[src/rtl/dmem_arbiter.sv]
// dmem_arbiter
// Shares the single data-memory port between the CPU load/store stage
// (requester 0) and the NN weight/output engine (requester 1). Arbitration is
// round-robin with bounded burst ownership: an owner keeps the port until it
// marks the last beat, reaches MAX_BURST accepted beats, or stops requesting.
//
// Ports:
//   clk, rst_n             clock, synchronous active-low reset
//   req*/we*/last*         per-requester beat request, write flag, last-beat flag
//   addr*/wdata*           per-requester beat address and write data
//   gnt*                   beat accepted this cycle (combinational)
//   rvalid*/rdata*         registered read response, one cycle after the read gnt
//   mem_we/mem_addr/mem_wdata  memory write port drive
//   mem_rdata              combinational read data from memory at mem_addr
module dmem_arbiter #(
  parameter int ADDR_WIDTH = 32,
  parameter int DATA_WIDTH = 32,
  parameter int MAX_BURST  = 8
) (
  input  logic                  clk,
  input  logic                  rst_n,
  input  logic                  req0,
  input  logic                  req1,
  input  logic                  we0,
  input  logic                  we1,
  input  logic                  last0,
  input  logic                  last1,
  input  logic [ADDR_WIDTH-1:0] addr0,
  input  logic [ADDR_WIDTH-1:0] addr1,
  input  logic [DATA_WIDTH-1:0] wdata0,
  input  logic [DATA_WIDTH-1:0] wdata1,
  output logic                  gnt0,
  output logic                  gnt1,
  output logic                  rvalid0,
  output logic                  rvalid1,
  output logic [DATA_WIDTH-1:0] rdata0,
  output logic [DATA_WIDTH-1:0] rdata1,
  output logic                  mem_we,
  output logic [ADDR_WIDTH-1:0] mem_addr,
  output logic [DATA_WIDTH-1:0] mem_wdata,
  input  logic [DATA_WIDTH-1:0] mem_rdata
);

  localparam int CW = $clog2(MAX_BURST + 1);

  typedef enum logic [1:0] {IDLE, OWN0, OWN1} state_t;

  state_t          state_q, state_d;
  logic            rr_q, rr_d;
  logic [CW-1:0]   bcnt_q, bcnt_d;
  logic            rvalid0_q, rvalid0_d;
  logic            rvalid1_q, rvalid1_d;
  logic [DATA_WIDTH-1:0] rdata0_q, rdata0_d;
  logic [DATA_WIDTH-1:0] rdata1_q, rdata1_d;

  logic            own0, own1;
  logic            own_req, own_last, other_req;
  logic            acc, rel;
  logic [CW-1:0]   bcnt_inc;

  // Grants qualified by rst_n so nothing is accepted (or written) in a reset cycle.
  assign own0 = (state_q == OWN0);
  assign own1 = (state_q == OWN1);
  assign gnt0 = own0 && req0 && rst_n;
  assign gnt1 = own1 && req1 && rst_n;

  assign mem_addr  = own1 ? addr1 : addr0;
  assign mem_wdata = own1 ? wdata1 : wdata0;
  assign mem_we    = (gnt0 && we0) || (gnt1 && we1);

  assign rvalid0 = rvalid0_q;
  assign rvalid1 = rvalid1_q;
  assign rdata0  = rdata0_q;
  assign rdata1  = rdata1_q;

  assign own_req   = own1 ? req1  : req0;
  assign own_last  = own1 ? last1 : last0;
  assign other_req = own1 ? req0  : req1;
  assign acc       = gnt0 || gnt1;
  assign bcnt_inc  = bcnt_q + CW'(1);

  // last and the burst cap may coincide in one beat; both feed a single release.
  assign rel = (acc && (own_last || (bcnt_inc == CW'(MAX_BURST)))) || !own_req;

  always_comb begin
    state_d   = state_q;
    rr_d      = rr_q;
    bcnt_d    = bcnt_q;
    rvalid0_d = gnt0 && !we0;
    rvalid1_d = gnt1 && !we1;
    rdata0_d  = (gnt0 && !we0) ? mem_rdata : rdata0_q;
    rdata1_d  = (gnt1 && !we1) ? mem_rdata : rdata1_q;

    case (state_q)
      IDLE: begin
        bcnt_d = '0;
        if (req0 && req1) state_d = rr_q ? OWN1 : OWN0;
        else if (req0)    state_d = OWN0;
        else if (req1)    state_d = OWN1;
      end
      OWN0, OWN1: begin
        if (acc) bcnt_d = bcnt_inc;
        if (rel) begin
          // rr points at the requester that did not just own the port.
          rr_d   = own0;
          bcnt_d = '0;
          if (other_req)           state_d = own0 ? OWN1 : OWN0;
          else if (own_req && acc) state_d = state_q;
          else                     state_d = IDLE;
        end
      end
      default: state_d = IDLE;
    endcase
  end

  always_ff @(posedge clk) begin
    if (!rst_n) begin
      state_q   <= IDLE;
      rr_q      <= 1'b0;
      bcnt_q    <= '0;
      rvalid0_q <= 1'b0;
      rvalid1_q <= 1'b0;
      rdata0_q  <= '0;
      rdata1_q  <= '0;
    end else begin
      state_q   <= state_d;
      rr_q      <= rr_d;
      bcnt_q    <= bcnt_d;
      rvalid0_q <= rvalid0_d;
      rvalid1_q <= rvalid1_d;
      rdata0_q  <= rdata0_d;
      rdata1_q  <= rdata1_d;
    end
  end

endmodule
[config.mk]
export PLATFORM = sky130hd
export DESIGN_NAME = dmem_arbiter
export DESIGN_NICKNAME = d
export VERILOG_FILES = /design/src/rtl/dmem_arbiter.sv
export SDC_FILE = /design/constraint.sdc
export NUM_CORES = 1
export LEC_CHECK = 0
export CAP_MARGIN = 30
export CORE_AREA = 2 2 118 120
export DETAILED_ROUTE_END_ITERATION = 10
export DIE_AREA = 0 0 120 122
export GPL_ROUTABILITY_DRIVEN = 0
export HOLD_SLACK_MARGIN = 0.1
export PLACE_DENSITY = 0.7
export SETUP_SLACK_MARGIN = 0.3
export SLEW_MARGIN = 10
export SYNTH_ARGS = -nofsm -noshare
export SYNTH_HDL_FRONTEND = slang
export SYNTH_SLANG_ARGS = --single-unit
[constraint.sdc]
create_clock -name clk -period 2.2 [get_ports clk]
set_input_delay 0.44 -clock clk [delete_from_list [all_inputs] [get_ports clk]]
set_output_delay 0.44 -clock clk [all_outputs]
set_load 0.02 [all_outputs]
==> key figures <==
Timing
  • Number of hold violations in the final report: 0
  • Worst hold margin: ~0.46 ns
  • Setup repair after global routing missed its margin: true
  • Largest clock skew in the final design: between 0.008 and 0.009 ns
  • Max-slew violation count: 0
  • Share of the cycle needed by the critical path after routing: a little under 100%
  • Peak Freq: roughly 460 MHz
  • Setup violations, final: 0
  • Tightest slew margin relative to the limit: between 70% and 80%
  • Minimum setup slack in the final design: around 0.03 ns
  • Slew at the pin closest to its max-slew limit: roughly 0.38 ns
  • Minimum period implied by the final worst setup slack: 2.17 ns

Layout
  • Area growth, synth to finish: 109%
  • Antenna diodes: 0
  • Final core utilization: 56.3%
  • Non-filler cells, final: ~920
  • Layout cells sized above 1: a little over a quarter
  • Final-stage net count: between 900 and 1k

Worst setup path
  • Data arrival time of the critical path: roughly 1.7 ns
  • Critical Path RT: 1.76 ns
  • Slowest stage delay, CP: 0.33 ns
  • Crit path max-delay cell type: dfxtp_2
  • Worst path cell trace: inv_2 -> ha_4 -> buf_6 -> buf_8 -> buf_6 -> mux2_4 -> buf_6
  • Critical Path Source Type: flip-flop
  • Setup CP Type: flip-flop to output pin
  • Crit Path Max Fanout: 8
  • Crit path top cell by count: buf_6
  • Worst setup EP type: output pin

Power and ir drop
  • Flop pwr share: a little under a quarter
  • Power density relative to cell area: around 850 mW/mm^2
  • Switching component of the power: 2.19 mW
  • Cell-internal power: roughly 4.2 mW
  • Leakage power: about 2.9 nW
  • Switching Fraction: 34.1%
  • Combinational fraction of design power: 54.6%
  • VDD IR-drop max: 0.000420 V
  • Relative contribution of the clock network to total power: between 20% and 30%
  • Design Power: 6.44 mW

Placement
  • Number of input and output port buffers inserted: 300
  • Place WS: -0.118 ns
  • Placed wire-length estimate after detailed placement: between 10,000 and 15,000 um
  • Number of placed cells counting well taps: a little under 900

Floorplanning
  • Die height: ~120 um
  • Core box area: roughly 0.014 mm^2
  • Initial core utilization: 26.9%
  • Overall die area: ~0.015 mm^2
  • Site Rows: between 40 and 50
  • DIE WIDTH: 120 um
  • Number of top-level pins: roughly 300

Detailed routing
  • Number of DRC markers after the initial detailed-route iteration: 187
  • Post-detailed-routing wire length: ~16,000 um
  • Via total after detailed routing: roughly 4.2k
  • Routed wire per std cell: about 17 um
  • Routed Antenna Nets: 0
  • First-pass DRT Iterations: 4
  • Average via count per standard cell: roughly 4.6
  • DRC violations left: 0

CTS
  • Total number of H-tree levels: 3
  • Reg clk slew, reported paths: 0.06 ns
  • Clock tree from TritonCTS: done
  • Clk Latency, worst-skew pair: 0.33 ns
  • Max clock buf depth: 2
  • Number of buffers added by the clock tree synthesis step: 9
  • Clock sink count: between 70 and 80
  • Root buf cell: clkbuf_16
  • Hold buffer count at CTS: 0

Run
  • Max-capacitance violation count: 0

Logic synthesis
  • Count of cell types in the netlist: 31
  • Synthesized instance count: ~430
  • Synth Area per Inst: about 8.5 um^2
  • Fraction of the yosys area taken by sequential cells: approximately two fifths
  • Synthesized netlist net count: 600
  • Register bit total from synthesis: 73
  • Post-Synthesis Cell Area: between 0.003 and 0.004 mm^2
  • Syn. warnings: 0

Status
  • Run status: finished, final reports clean

Global routing
  • First-pass GRT wire length: approximately 23,000 um
  • Remaining global-route overflow: 0
  • Via count of the first global-routing pass: ~4.3k
  • Number of antenna violations at the first check in global routing: 0
  • Maximum number of pins on one net before global-route repair: 66
  • GRT Resource Usage Total: roughly a fifth

Hold path
  • Worst hold-check path type: flip-flop to flip-flop
[per-layer routing]
metal  global-route usage [%]  part of all wire, %  vias to the layer above
met5                        0                    0                        -
met2                     34.7                   48                      184
met4                     5.88                  1.5                        0
met1                     23.2                   40                     1969
met3                     8.85                   11                       19
li1                         -                    -                     2066
[power by group through the flow]
stage	registers, mW	logic, mW	clock network, mW
6_report	1.48	3.51	1.44
5_1_grt	1.49	3.68	1.54
4_1_cts	1.48	3.10	1.49
3_5_place_dp	1.49	2.92	0
3_3_place_gp	1.49	2.88	0
2_1_floorplan	1.59	1.42	0
[worst paths after layout]
check | from | endpoint | slack (ns) | cells past startpoint
setup / recovery | state_q[0] | mem_wdata[8] | 0.03 | 7
hold / removal | rdata0[1] | rdata0[1] | 0.46 | 2
setup reg to reg | state_q[0] | bcnt_q[0] | 0.23 | 10
hold reg to reg | rdata0[1] | rdata0[1] | 0.46 | 2
[logic make-up (layout without fill, tap and decap cells)]
family                   Yosys count  in the layout  synth area share [%]
adder cells (fa/ha/maj)            6              6                  2.00
AO/OA/AOI/OAI                     80             80                  13.1
buffers and inverters             39            356                  5.03
flip-flops                        73             73                  40.2
AND/OR/NAND/NOR                  159            159                  18.0
multiplexers                      70             70                  21.6
[placed cells by master, fill, tap and decap left out, drive strengths merged, types with 2 or more instances in the layout]
| cell type | count |
|---|---|
| clkinvlp | 2 |
| nor2b | 3 |
| and3 | 2 |
| mux2 | 65 |
| a21boi | 4 |
| buf | 99 |
| o211ai | 2 |
| o32ai | 4 |
| nand3 | 6 |
| clkbuf | 11 |
| o21ai | 64 |
| nand2 | 138 |
| inv | 8 |
| mux2i | 5 |
| clkdlybuf4s50 | 232 |
| dfxtp | 73 |
| ha | 5 |
| clkinv | 2 |
| and3b | 2 |
| nand4 | 4 |
| nand3b | 4 |
[metrics by stage]
step                instance area, um^2  setup TNS [ns]
detailed placement                 6900           -1.06
finish                             7600               0
floorplan                          3630               0
CTS                                7230               0
global route                       7600         -0.0327
global placement                   6900          -0.488
[repair_timing]
item | 4_1_cts | 5_1_grt
setup endpoints to repair | 102 | 74
gates cloned | 2 | 1
pin swaps | 6 | 2
resized for setup | 294 | 102
setup buffers | 10 | 0
[area by class of cell]
type,count,area (um^2)
repair buffers,333,3400
inverters,7,26.3
well taps,180,225
flip-flops and latches,73,1460
clock buffers,10,229
multi-input cells,315,2190
fillers,1165,5910
clock inverters,6,67.6
[registers in the layout, summed over array words and instances, names as in the netlist]
register  count
rvalid1       1
state_q       2
rdata0       32
rr_q          1
bcnt_q        4
rdata1       32
rvalid0       1
[worst max-delay path, delay by kind of cell (launching register included)]
kind | cells | cell delay (ns)
flip-flops | 1 | 0.33
adder cells (fa/ha/maj) | 1 | 0.16
multiplexers | 1 | 0.33
buffers and inverters | 5 | 0.59
[cell usage after synthesis]
cell,number,share of area (%)
a211oi_4,1,0.55
a21bo_2,1,0.28
a21boi_0,4,0.83
a21oi_1,1,0.14
a22o_1,1,0.24
a311o_1,1,0.28
and3_1,2,0.34
and3b_1,2,0.48
buf_2,18,2.5
buf_4,1,0.21
buf_6,1,0.31
clkbuf_1,10,1.0
clkbuf_2,2,0.28
dfxtp_1,73,40
ha_1,5,1.7
inv_1,7,0.72
maj3_1,1,0.28
mux2_2,64,20
mux2_4,1,0.41
mux2i_1,5,1.4
nand2_1,137,14
nand2_2,1,0.17
nand3_1,6,0.83
nand3b_1,4,0.83
nand4_1,4,0.69
nor2b_1,3,0.52
o211ai_1,1,0.21
o211ai_2,1,0.34
o21ai_0,64,8.8
o311ai_2,1,0.45
o32ai_1,4,0.96
Power figures use the tool's default switching activity.
